File: config.mk
export PLATFORM = sky130hd
export DESIGN_NAME = seq_frame_tx
export DESIGN_NICKNAME = d
export VERILOG_FILES = /design/src/rtl/seq_frame_tx.sv
export SDC_FILE = /design/constraint.sdc
export NUM_CORES = 1
export LEC_CHECK = 0
export CAP_MARGIN = 5
export CORE_MARGIN = 5
export CORE_UTILIZATION = 35
export DETAILED_ROUTE_END_ITERATION = 12
export GPL_ROUTABILITY_DRIVEN = 0
export SLEW_MARGIN = 10
export SYNTH_ARGS = -nofsm -noshare
export SYNTH_HDL_FRONTEND = slang
export SYNTH_SLANG_ARGS = --single-unit
File: constraint.sdc
create_clock -name clk -period 4.62 [get_ports clk]
set_clock_uncertainty 0.05 [all_clocks]
set_input_delay 0.693 -clock clk [delete_from_list [all_inputs] [get_ports clk]]
set_output_delay 0.693 -clock clk [all_outputs]
set_load 0.1 [all_outputs]
File: src/rtl/seq_frame_tx.sv
// ---------------------------------------------------------------------------
// seq_frame_tx
//
// Serial frame transmitter feeding the 1011 sequence detector. A payload word
// is accepted over a valid/ready handshake and sent one bit per clock as:
//   1011 preamble | payload MSB-first (zero-stuffed) | GAP_BITS idle zeros
// Stuffing keeps 1011 from ever appearing outside the preamble: whenever a
// non-final payload bit leaves the emitted-bit history at 101, a 0 is
// inserted before the next payload bit.
//
// Parameters
//   DATA_W    payload width, 1..32
//   GAP_BITS  trailing zero bits per frame, 1..15
//
// Ports
//   clk         rising-edge clock
//   reset       synchronous, active-high reset
//   data_in     payload word, sampled on the handshake cycle
//   data_valid  payload available
//   data_ready  transmitter idle and not in reset (combinational)
//   out_bit     serial bit (registered, 0 whenever out_valid is 0)
//   out_valid   out_bit belongs to a frame (registered)
//   busy        frame in progress (state != IDLE)
//   frame_done  one-cycle pulse coinciding with the last gap bit (registered)
// ---------------------------------------------------------------------------
module seq_frame_tx #(
  parameter int DATA_W   = 8,
  parameter int GAP_BITS = 2
) (
  input  logic              clk,
  input  logic              reset,
  input  logic [DATA_W-1:0] data_in,
  input  logic              data_valid,
  output logic              data_ready,
  output logic              out_bit,
  output logic              out_valid,
  output logic              busy,
  output logic              frame_done
);

  typedef enum logic [2:0] {
    S_IDLE     = 3'd0,
    S_PREAMBLE = 3'd1,
    S_PAYLOAD  = 3'd2,
    S_STUFF    = 3'd3,
    S_GAP      = 3'd4
  } state_t;

  // Payload bit counter must be able to hold DATA_W itself.
  localparam int              BCW         = $clog2(DATA_W + 1);
  localparam logic [BCW-1:0]  LAST_BIT    = BCW'(DATA_W);
  localparam logic [3:0]      GAP_LAST    = 4'(GAP_BITS);
  localparam logic [3:0]      PRE_PATTERN = 4'b1011;

  // -------------------------------------------------------------------------
  // Registers
  // -------------------------------------------------------------------------
  state_t            r_state;
  logic [DATA_W-1:0] r_shift;     // remaining payload, MSB is next to send
  logic [BCW-1:0]    r_bit_cnt;   // payload bits emitted so far (incl. current)
  logic [3:0]        r_cnt;       // preamble index (0..3) or gap count (1..GAP_BITS)
  logic [2:0]        r_hist;      // last three tracked bits, incl. the one on out_bit
  logic              r_out_bit;
  logic              r_out_valid;
  logic              r_frame_done;

  // -------------------------------------------------------------------------
  // Next-state / next-output wires
  // -------------------------------------------------------------------------
  state_t            w_state_next;
  logic [DATA_W-1:0] w_shift_next;
  logic [BCW-1:0]    w_bit_cnt_next;
  logic [3:0]        w_cnt_next;
  logic [2:0]        w_hist_next;
  logic              w_out_bit_next;
  logic              w_out_valid_next;
  logic              w_frame_done_next;

  logic              w_handshake;
  logic              w_pre_last;
  logic              w_pay_last;
  logic              w_need_stuff;
  logic              w_gap_last;
  logic [1:0]        w_pre_idx;
  logic [2:0]        w_hist_base;

  assign data_ready   = (r_state == S_IDLE) && !reset;
  assign w_handshake  = data_valid && data_ready;

  assign w_pre_last   = (r_cnt == 4'd3);
  assign w_pay_last   = (r_bit_cnt == LAST_BIT);
  // A stuff bit is only needed when another payload bit is still to come;
  // after the final bit the gap zeros already break any 1011.
  assign w_need_stuff = (r_hist == 3'b101) && !w_pay_last;
  assign w_gap_last   = (r_cnt == GAP_LAST);

  // Preamble bit i is PRE_PATTERN[3-i]; the next bit has index r_cnt+1.
  assign w_pre_idx    = 2'd2 - r_cnt[1:0];

  // History restarts from 000 at the handshake so a previous frame can never
  // influence the stuffing decisions of the next one.
  assign w_hist_base  = (r_state == S_IDLE) ? 3'b000 : r_hist;

  // -------------------------------------------------------------------------
  // Process 1: state and output registers
  // -------------------------------------------------------------------------
  always_ff @(posedge clk) begin
    if (reset) begin
      r_state      <= S_IDLE;
      r_shift      <= '0;
      r_bit_cnt    <= '0;
      r_cnt        <= '0;
      r_hist       <= 3'b000;
      r_out_bit    <= 1'b0;
      r_out_valid  <= 1'b0;
      r_frame_done <= 1'b0;
    end else begin
      r_state      <= w_state_next;
      r_shift      <= w_shift_next;
      r_bit_cnt    <= w_bit_cnt_next;
      r_cnt        <= w_cnt_next;
      r_hist       <= w_hist_next;
      r_out_bit    <= w_out_bit_next;
      r_out_valid  <= w_out_valid_next;
      r_frame_done <= w_frame_done_next;
    end
  end

  // -------------------------------------------------------------------------
  // Process 2: next-state logic
  // -------------------------------------------------------------------------
  always_comb begin
    w_state_next = r_state;
    case (r_state)
      S_IDLE: begin
        if (w_handshake) begin
          w_state_next = S_PREAMBLE;
        end
      end
      S_PREAMBLE: begin
        if (w_pre_last) begin
          w_state_next = S_PAYLOAD;
        end
      end
      S_PAYLOAD: begin
        if (w_pay_last) begin
          w_state_next = S_GAP;
        end else if (w_need_stuff) begin
          w_state_next = S_STUFF;
        end
      end
      S_STUFF: begin
        w_state_next = S_PAYLOAD;
      end
      S_GAP: begin
        if (w_gap_last) begin
          w_state_next = S_IDLE;
        end
      end
      default: begin
        w_state_next = S_IDLE;
      end
    endcase
  end

  // -------------------------------------------------------------------------
  // Process 3: output / datapath logic
  // Computes what the registers will hold once w_state_next is entered, so
  // every output is registered and changes on the same edge as the state.
  // -------------------------------------------------------------------------
  always_comb begin
    w_shift_next      = r_shift;
    w_bit_cnt_next    = r_bit_cnt;
    w_cnt_next        = r_cnt;
    w_hist_next       = r_hist;
    w_out_bit_next    = 1'b0;
    w_out_valid_next  = 1'b0;
    w_frame_done_next = 1'b0;

    case (w_state_next)
      S_PREAMBLE: begin
        w_out_valid_next = 1'b1;
        if (r_state == S_IDLE) begin
          // Handshake edge: latch payload and start the preamble.
          w_shift_next   = data_in;
          w_bit_cnt_next = '0;
          w_cnt_next     = 4'd0;
          w_out_bit_next = PRE_PATTERN[3];
        end else begin
          w_cnt_next     = r_cnt + 4'd1;
          w_out_bit_next = PRE_PATTERN[w_pre_idx];
        end
        w_hist_next = {w_hist_base[1:0], w_out_bit_next};
      end

      S_PAYLOAD: begin
        w_out_valid_next = 1'b1;
        w_out_bit_next   = r_shift[DATA_W-1];
        w_shift_next     = r_shift << 1;
        w_bit_cnt_next   = r_bit_cnt + 1'b1;
        w_hist_next      = {r_hist[1:0], w_out_bit_next};
      end

      S_STUFF: begin
        // Stuff bit is tracked in the history but consumes no payload.
        w_out_valid_next = 1'b1;
        w_out_bit_next   = 1'b0;
        w_hist_next      = {r_hist[1:0], 1'b0};
      end

      S_GAP: begin
        // Gap bits are not tracked in the history.
        w_out_valid_next  = 1'b1;
        w_out_bit_next    = 1'b0;
        w_cnt_next        = (r_state == S_GAP) ? (r_cnt + 4'd1) : 4'd1;
        w_frame_done_next = (w_cnt_next == GAP_LAST);
      end

      default: begin
        // IDLE: outputs stay low.
      end
    endcase
  end

  assign out_bit    = r_out_bit;
  assign out_valid  = r_out_valid;
  assign frame_done = r_frame_done;
  assign busy       = (r_state != S_IDLE);

endmodule

**Word-level counts from Yosys, hierarchy flattened**

Index checks and enable logic that the tools add are counted.

- Add/subtract/negate cells: 3
- Order comparisons: 1
- Equal/unequal tests: 14
- Mux-type cells: 20
- Bitwise operators: 1
- Reductions and logical operators: 13

Operators by type and width:

| operator | number |
|---|---|
| $pmux W4 S2 | 2 |
| $pmux W8 S2 | 1 |
| $mux W3 | 5 |
| $pmux W3 S5 | 1 |
| $eq A3 B2 Y1 const B | 4 |
| $eq A4 B2 Y1 const B | 3 |
| $mux W4 | 3 |
| $eq A3 B3 Y1 const B | 3 |
| $pmux W3 S3 | 1 |
| $add A4 B1 Y4 const B | 2 |
| $mux W8 | 1 |
| $eq A3 B1 Y1 const B | 2 |
| $reduce_bool A3 Y1 | 2 |
| $eq A4 B4 Y1 const B | 1 |
| $reduce_bool A2 Y1 | 2 |
| $reduce_or A4 Y1 | 1 |
| $logic_and A1 B1 Y1 | 3 |
| $logic_not A3 Y1 | 1 |
| $lt A2 B3 Y1 const B | 1 |
| $mux W1 | 3 |
| $bmux W1 S2 | 1 |
| $logic_not A1 Y1 | 2 |
| $mux W2 | 1 |
| $ne A2 B2 Y1 const B | 1 |
| other kinds (5) | 5 |

- Register bits after elaboration: 25
- Logic and storage cells: 60

**Depth between registers and ports, before layout**

- Depth after elaboration: 9
- Depth in mapped cells: 7

**Least setup slack after synthesis**

OpenSTA, ideal clock, no wires.

- Path type: register -> output
- Start point: reg r_state[0]
- End point: out data_ready
- Arrival time: 2442 ps
- Slack: 1435 ps
- Cell stages (with the launch flop): 5
- Path buffers: 1
- Cells stage by stage: dfxtp_1 -> nor3_1 -> buf_2 -> inv_2 -> nor2_1

- Cells in the longest elaborated chain, start to end: 2

RTL lines:

| item | line | RTL |
|---|---|---|
| start, declared | 58 | `state_t r_state;` |
| start signal, assigned | 118 | `r_state <= w_state_next;` |
| $logic_not A3 Y1 | 87 | `assign data_ready = (r_state == S_IDLE) && !reset;` |
| $logic_and A1 B1 Y1 | 87 |  |
| end, declared | 34 | `output logic data_ready,` |

Every way passes these cells.

**Worst setup path in the final report**

- Start point: reg r_state[2]
- End point: out busy

- Cells in the longest elaborated chain, start to end: 1

RTL lines:

| item | line | RTL |
|---|---|---|
| $reduce_bool A3 Y1 | 228 | `assign busy = (r_state != S_IDLE);` |
| end, declared | 37 | `output logic busy,` |

Every way passes these cells.

==> results.cfg <==
[layout]
layout-drive-gt1-share_pct = 10.1
postLayoutCellArea_mm2 = 0.00163
area_delta_synth_final_pct = 14.3
nets = 185
n_antenna_cell = 0

[grt]
grt_pass1_vias = 1205
grt_antenna_before_repair = 0
grt-ovfl-total = 0
grt_usage_pct = 12.8
grt_max_degree = 27
grt_pass1_wl_mm = 5.58

[synthesis]
synth_ff_type = dfxtp_1
yosysTopAreaCell = dfxtp_1
syn_inst = 158
synth_fp_nets = 174
synthesis.area_mm2 = 0.00142
synth_top_cells_by_area = dfxtp_1, nand3_1, ha_1, a311oi_1, a21oi_1
synth_warnings = 0
synth_edf_count = 0
synth_seq_cells = 25
synth_cell_types = 47
synth_area_per_cell_um2 = 9.00
yosysTopAreaCellShare_pct = 35.2
synthArstFlopShare_pct = 0
yosysSeqAreaShare_pct = 35.2

[clock_tree]
clk_pin_slew_worst_paths_ns = 0.09
clock_latency_ns = 0.26
cts_buffers = 3
cts_num_sinks = 25
postCtsResizedCells = 0
cts_tree = yes
clk_path_buf_depth = 2
root_buffer = clkbuf_8
cts_setup_buffers = 0
htreeDepth = 1
hold_buffers = 0

[timing]
hold_viol = 0
slew_viol_final = 0
rsz0062_at_grt = false
fmax_ghz = 0.332
final-setup-viol-count = 0
min_period_ns = 3.01
worst_pin_slew_ns = 0.971
layout_worst_path_cycle_share_pct = 65.3
slew_headroom_pct = 35.0
final.setup.tns_ns = 0

[critical_path]
endpoint_kind = output pin
critPathMaxFanout = 12
path_cells = nor3_1, buf_4, inv_2, clkdlybuf4s50_1
slowest_stage = clkdlybuf4s50_1
r2r_cells = 5
critical_path_buf_inv_count = 3
crit_required_ns = 3.88
cp_top_family = buffers and inverters
critPathLaunchType = flop
max_stage_delay_ns = 1.14
path_class = flop to output pin
cp.arrival_ns = 2.27
crit_cells = 4

[drt]
drcViolationCount = 0
ant_nets = 0
wl_per_cell_um = 15.4
dr_total_vias = 1307
via_per_inst = 6.00
drt_iter0_drc = 124
drt_pass1_iterations = 4
routed_wl_mm = 3.37

[power]
p_int_mw = 0.307
pwr-share-clk_pct = 29.9
totalPowerFinal_mw = 0.429
power_switching_mw = 0.123
p_sw_share_pct = 28.6
power.leakage_nw = 0.540
p_seq_share_pct = 52.8
power.share.combinational_pct = 17.3
p_per_area_mw_per_mm2 = 264
vdd_drop_max_v = 0.000207

[die]
die_w_um = 73.8
top_level_ports = 16
row_count = 23
core_area_mm2 = 0.00397
die_h_um = 73.8
dieArea_mm2 = 0.00544
start_util_pct = 35.8

[placement]
hpwl_mm = 2.35
placed_cell_area_mm2 = 0.00158
numPortBuffers = 15

[min_path]
hold_path.class = flop to flop
hold_depth = 2

[outcome]
status = complete, no violations

[flow_run]
maxCapViolCount = 0
==> state kept, by name (all words and copies together) (netlist names) <==
name,flops
r_shift,8
r_bit_cnt,4
r_cnt,4
r_hist,3
r_state,3
frame_done,1
out_bit,1
out_valid,1
==> cell usage after synthesis, drive strengths merged, types with 3 or more instances <==
cell / number
a21oi: 11
a311oi: 7
a32o: 3
buf: 9
dfxtp: 25
ha: 5
inv: 8
nand2: 10
nand3: 15
nand4: 3
nor2: 5
nor2b: 4
nor3: 5
nor4: 8
o211ai: 5
o311ai: 4
or3b: 3
==> per-layer routing <==
layer	up-vias	GRT usage [%]	part of all wire [%]
met3	6	3.83	6.1
met4	0	3.82	1.4
li1	632	-	-
met1	618	16.4	44
met5	-	0	0
met2	51	20.8	48
==> worst min-delay path, cell delays in order, from the launching register on <==
cell and delay [ns]:
dfxtp_1 0.32, nand4_1 0.07, a21oi_1 0.06
==> through the flow <==
step                      setup WS [ns]  std cells  utilization, %  hold WS [ns]
final                              1.61        218            41.0         0.432
after CTS                          1.60        218            41.0         0.434
after detailed placement           1.48        214            39.8         0.410
after global routing               1.52        218            41.0         0.443
after floorplan                    1.43        158               -         0.392
after global placement             1.56        214            39.8         0.402
==> cells in the final DEF, fill, tap and decap left out, types with 5 or more instances in the layout <==
master            n
inv_1             7
clkdlybuf4s50_1  14
nor4_1            8
o211ai_1          5
a21oi_1          11
nand2_1          10
nand3_1          14
nor2_1            5
dfxtp_1          25
a311oi_1          7
ha_1              5
==> power by group through the flow <==
stage	clock network, mW	logic (mW)	registers, mW
after floorplan	0	0.0467	0.240
after global placement	0	0.0727	0.232
after detailed placement	0	0.0735	0.232
after CTS	0.133	0.0738	0.227
after global routing	0.141	0.0791	0.228
final	0.128	0.0741	0.227
==> final cells by class <==
class                           instances  area, um2
Timing Repair Buffer                   17        163
Sequential cell                        25        500
Inverter                                8       30.0
Multi-Input combinational cell        114        825
Clock buffer                            3       41.3
Tap cell                               50       62.6
Clock inverter                          1       5.00
Fill cell                             393       2340
==> final timing paths <==
check        slack [ns]      endpoint  startpoint
max                1.61          busy  r_state[2]
max reg2reg        2.07  r_bit_cnt[1]    r_cnt[1]
min                0.43     r_hist[2]   r_hist[2]
min reg2reg        0.43     r_hist[2]   r_hist[2]
==> kinds of logic (layout without fill, tap and decap cells) <==
logic type | after synthesis | after routing | synth area share [%]
simple gates | 62 | 62 | 26.3
compound gates | 44 | 44 | 25.3
flops | 25 | 25 | 35.2
buf+inv | 19 | 29 | 6.86
fa+ha+maj | 5 | 5 | 4.40
xor+xnor | 2 | 2 | 1.23
mux | 1 | 1 | 0.704
(Power assumes the default switching activity.)
==> edit 1 (same settings) <==
Reset style: asynchronous (`reset`), changed in one clocked block. Comments in the files are not updated.
--- a/src/rtl/seq_frame_tx.sv
+++ b/src/rtl/seq_frame_tx.sv
@@ -105,5 +105,5 @@
   // Process 1: state and output registers
   // -------------------------------------------------------------------------
-  always_ff @(posedge clk) begin
+  always_ff @(posedge clk or posedge reset) begin
     if (reset) begin
       r_state      <= S_IDLE;
Formal check against the unedited RTL: differs if reset is asserted again (counterexample within 4 cycles, from zero or initial values and one cycle with reset high); with reset held inactive, the same outputs for 10 cycles.
==> edit 1 against the unedited design <==
- sequential cell count did not move
- cell area fell by 4.7%
- maximum frequency fell by 10%
- synthesized cell count fell by 15%
- register-to-register slack improved by 270 ps
- setup slack got worse by 340 ps
- area after synthesis fell by 6.5%
- routed wire length fell by 21%
Power is not compared: it rests on default switching activity, and its combinational part moved more than twofold at a synthesized area within 25%.
==> edit 1: results (changes against the unedited design) <==
grt_pass1_vias: 1022  # was 1205
cp_data_arrival_time_ps: 2620  # was 2270 ps
hold_start: "r_bit_cnt[3]"  # was r_hist[2]
min_path_cells: 1  # was 2
r2r-end: "r_bit_cnt[0]"  # was r_bit_cnt[1]
grtUsageTotal_pct: 11.05  # was 12.84%
netlist-cell-type-count: 40  # was 47
grt_max_degree: 26  # was 27
reg2reg_depth: 6  # was 5
viasPerCell: 5.218  # was 5.995
cp-endpoint: "data_ready"  # was busy
post_drt_wl_per_cell_um: 13.56  # was 15.44 um
dp_hpwl_mm: 1.997  # was 2.347 mm
post-place-ws_ps: 1423  # was 1482 ps
synthTopCellsByArea: "dfrtp_1 47%, o21ai_0 4.9%, ha_1 4.7%, nand2_1 4.5%, inv_1 3.4%"  # was dfxtp_1 35%, nand3_1 4.9%, ha_1 4.4%, a311oi_1 4.3%, a21oi_1 3.9%
crit_start: "r_state[0]"  # was r_state[2]
r2r_slack_ps: 2340  # was 2070 ps
critPathMaxFanout: 8  # was 12
grt_pass1_wl_mm: 4.540  # was 5.575 mm
maxSlewHeadroom_pct: 34.91  # was 35.04%
synthArstFlopShare_pct: 100.0  # was 0%
ys.flop_type: "dfrtp_1"  # was dfxtp_1
post-route-min-period_ps: 3358  # was 3015 ps
status: "finished, final reports clean"  # unchanged
drt_iter0_markers: 50  # was 124
r2r-start: "r_cnt[0]"  # was r_cnt[1]
## edit 1: worst min-delay path by stage
stage / endpoint / slack, ps
3_5_place_dp: r_shift[7] / 420
5_1_grt: r_bit_cnt[3] / 480
2_1_floorplan: r_bit_cnt[3] / 400
3_3_place_gp: r_bit_cnt[3] / 420
6_report: r_bit_cnt[3] / 440
4_1_cts: r_bit_cnt[3] / 450
## edit 1: report_power, final
| group | leakage (nW) | internal, mW | switching [mW] |
|---|---|---|---|
| clock network | 0.0228 | 0.0617 | 0.0681 |
| registers | 0.312 | 0.308 | 0.0848 |
| logic | 0.361 | 0.184 | 0.332 |
| total | 0.696 | 0.554 | 0.485 |
## edit 1: logic make-up (layout without fill, tap and decap cells)
logic type      count (synthesis)  after routing  share of synthesized area (%)
compound gates                 38             38                          18.16
fa+ha+maj                       5              5                          4.704
buf+inv                        17             31                          6.020
flops                          25             25                          47.04
mux                             5              5                          3.857
simple gates                   45             45                          20.23
## edit 1: per-stage QoR
stage	instances	power (mW)	hold WS, ps	util [%]	cell area [sq um]
2_1_floorplan	135	0.8067	395.1	-	1330
3_3_place_gp	193	0.9014	415.4	41.11	1505
3_5_place_dp	193	0.9168	424.9	41.11	1505
4_1_cts	197	1.048	446.7	42.34	1550
5_1_grt	197	1.121	479.6	42.34	1550
6_report	197	1.038	442.1	42.34	1550
## edit 1: area by class of cell
class                      instances  area (sq um)
clock buffer                       4         45.04
sequential                        25         625.6
multi-input combinational         93         624.3
fill                             353          2111
inverter                          12         45.04
timing repair buffer              15         150.1
tap                               48         60.06
## edit 1: metal layers
layer	wire (um)	GRT usage [%]	share of wire, %	up-vias
met4	38	4.593	1.4	0
met3	141	3.366	5.3	4
met2	1289	17.76	48	22
met1	1202	13.72	45	498
met5	0	0	0	-
li1	-	-	-	504
==> edit 2 (same settings) <==
Without the edit above. The parameter `DATA_W` goes from 8 to 16.
--- a/src/rtl/seq_frame_tx.sv
+++ b/src/rtl/seq_frame_tx.sv
@@ -25,5 +25,5 @@
 // ---------------------------------------------------------------------------
 module seq_frame_tx #(
-  parameter int DATA_W   = 8,
+  parameter int DATA_W   = 16,
   parameter int GAP_BITS = 2
 ) (
Ports: changed (resized data_in); port bits go from 16 to 24. No check against the original RTL was run, so the function may have changed too.
==> edit 2 against the unedited design <==
- total power rose by 43%
- routed wire length up 11%
- via count grew 13%
- sequential power increased by 37%
- setup slack got worse by 0.83 ps
- area after synthesis rose by 20%
- count of clock-buffer cells in the layout is 3 higher
- sequential cell count is 9 higher
- sequential share of layout area is 2.7 points higher
- cell area grew 25%
- critical path type is now in -> reg
==> edit 2: results (changes against the unedited design) <==
netlist-cell-type-count: 43  # was 47
cp_slowest_cell: "and4_1"  # was clkdlybuf4s50_1
slowest_delay_ps: 800  # was 1140 ps
insertion_delay_ps: 280  # was 260 ps
top_regs: "r_shift (16), r_bit_cnt (5), r_cnt (4)"  # was r_shift (8), r_bit_cnt (4), r_cnt (4)
fin_nets: 236  # was 185
seq_area_frac_synth_pct: 39.85  # was 35.18%
drive_gt1_share_pct: 10.90  # was 10.12%
critPathMaxFanout: 35  # was 12
synth.avg_cell_area_sq_um: 8.849  # was 9.004 sq um
status: "finished, final reports clean"  # unchanged
dp_hpwl_mm: 2.468  # was 2.347 mm
synthTopCellsByArea: "dfxtp_1 40%, nand3_1 7.9%, a21oi_1 6.7%, a22oi_2 5.9%, a22oi_1 4.0%"  # was dfxtp_1 35%, nand3_1 4.9%, ha_1 4.4%, a311oi_1 4.3%, a21oi_1 3.9%
syn_nets: 217  # was 174
pg_comb_uw: 85.9  # was 74.1 uW
fillerInstances: 487  # was 393
synth_commonest_cells: "34 x dfxtp_1, 27 x nand3_1, 23 x a21oi_1"  # was 25 x dfxtp_1, 14 x nand3_1, 11 x a21oi_1
cp_data_arrival_time_ps: 3170  # was 2270 ps
place_inst: 272  # was 214
grt_max_degree: 36  # was 27
portBuffers: 23  # was 15
reg2reg_depth: 6  # was 5
numCtsBuffers: 5  # was 3
grt_pass1_vias: 1443  # was 1205
cts-htree-levels: 2  # was 1
utilization_pct: 43.10  # was 40.96%
path_clk_slew_ps: 60  # was 90 ps
grtUsageTotal_pct: 12.51  # was 12.84%
ir_worst_vdd_uv: 169.4  # was 207.0 uV
post_drt_wl_per_cell_um: 13.47  # was 15.44 um
maxSlewHeadroom_pct: 35.61  # was 35.04%
edit 2: changes by cell type after synthesis, moves of 3 or more:
cell      unedited run  this run
nand3_1             14        27
a21oi_1             11        23
dfxtp_1             25        34
a22oi_1              1         9
a22oi_2              0         8
a311oi_1             7         0
nor2_1               5        12
nor4_1               8         1
o311ai_1             4         0
mux2i_1              1         4
nor2b_1              4         1
o211ai_1             5         2
edit 2: cells by family (layout without fill, tap and decap cells):
family	Yosys count	in the layout	share of synthesized area, %
XOR/XNOR	2	2	1.026
adder cells (fa/ha/maj)	5	5	3.663
buffers and inverters	21	39	6.886
multiplexers	5	5	3.004
AO/OA/AOI/OAI	52	52	21.76
flip-flops	34	34	39.85
AND/OR/NAND/NOR	74	74	23.81
edit 2: metal layers:
metal / routed length, um / vias up / track usage (%)
met5: 0 / - / 0
met4: 29 / 0 / 4.054
met3: 156 / 4 / 5.079
met2: 1773 / 24 / 19.95
met1: 1784 / 707 / 15.27
li1: - / 742 / -
edit 2: area by class of cell:
type                            instances  share of cell area (%)
Inverter                                8                   1.475
Tap cell                               67                   4.118
Timing Repair Buffer                   25                   11.92
Clock buffer                            6                   4.057
Multi-Input combinational cell        138                   44.99
Sequential cell                        34                   33.44
edit 2: final timing paths:
path,from,end,slack (ps)
setup reg to reg,r_cnt[0],r_hist[0],1780
setup / recovery,reset,r_hist[0],1600
hold reg to reg,r_shift[9],r_shift[9],420
hold / removal,r_shift[9],r_shift[9],420
edit 2: critical path, delay by kind of cell:
family                 cells  cell delay (ps)
and+or+nand+nor            3             1060
AOI/OAI and AO/OA          2              610
buffers and inverters      2              810
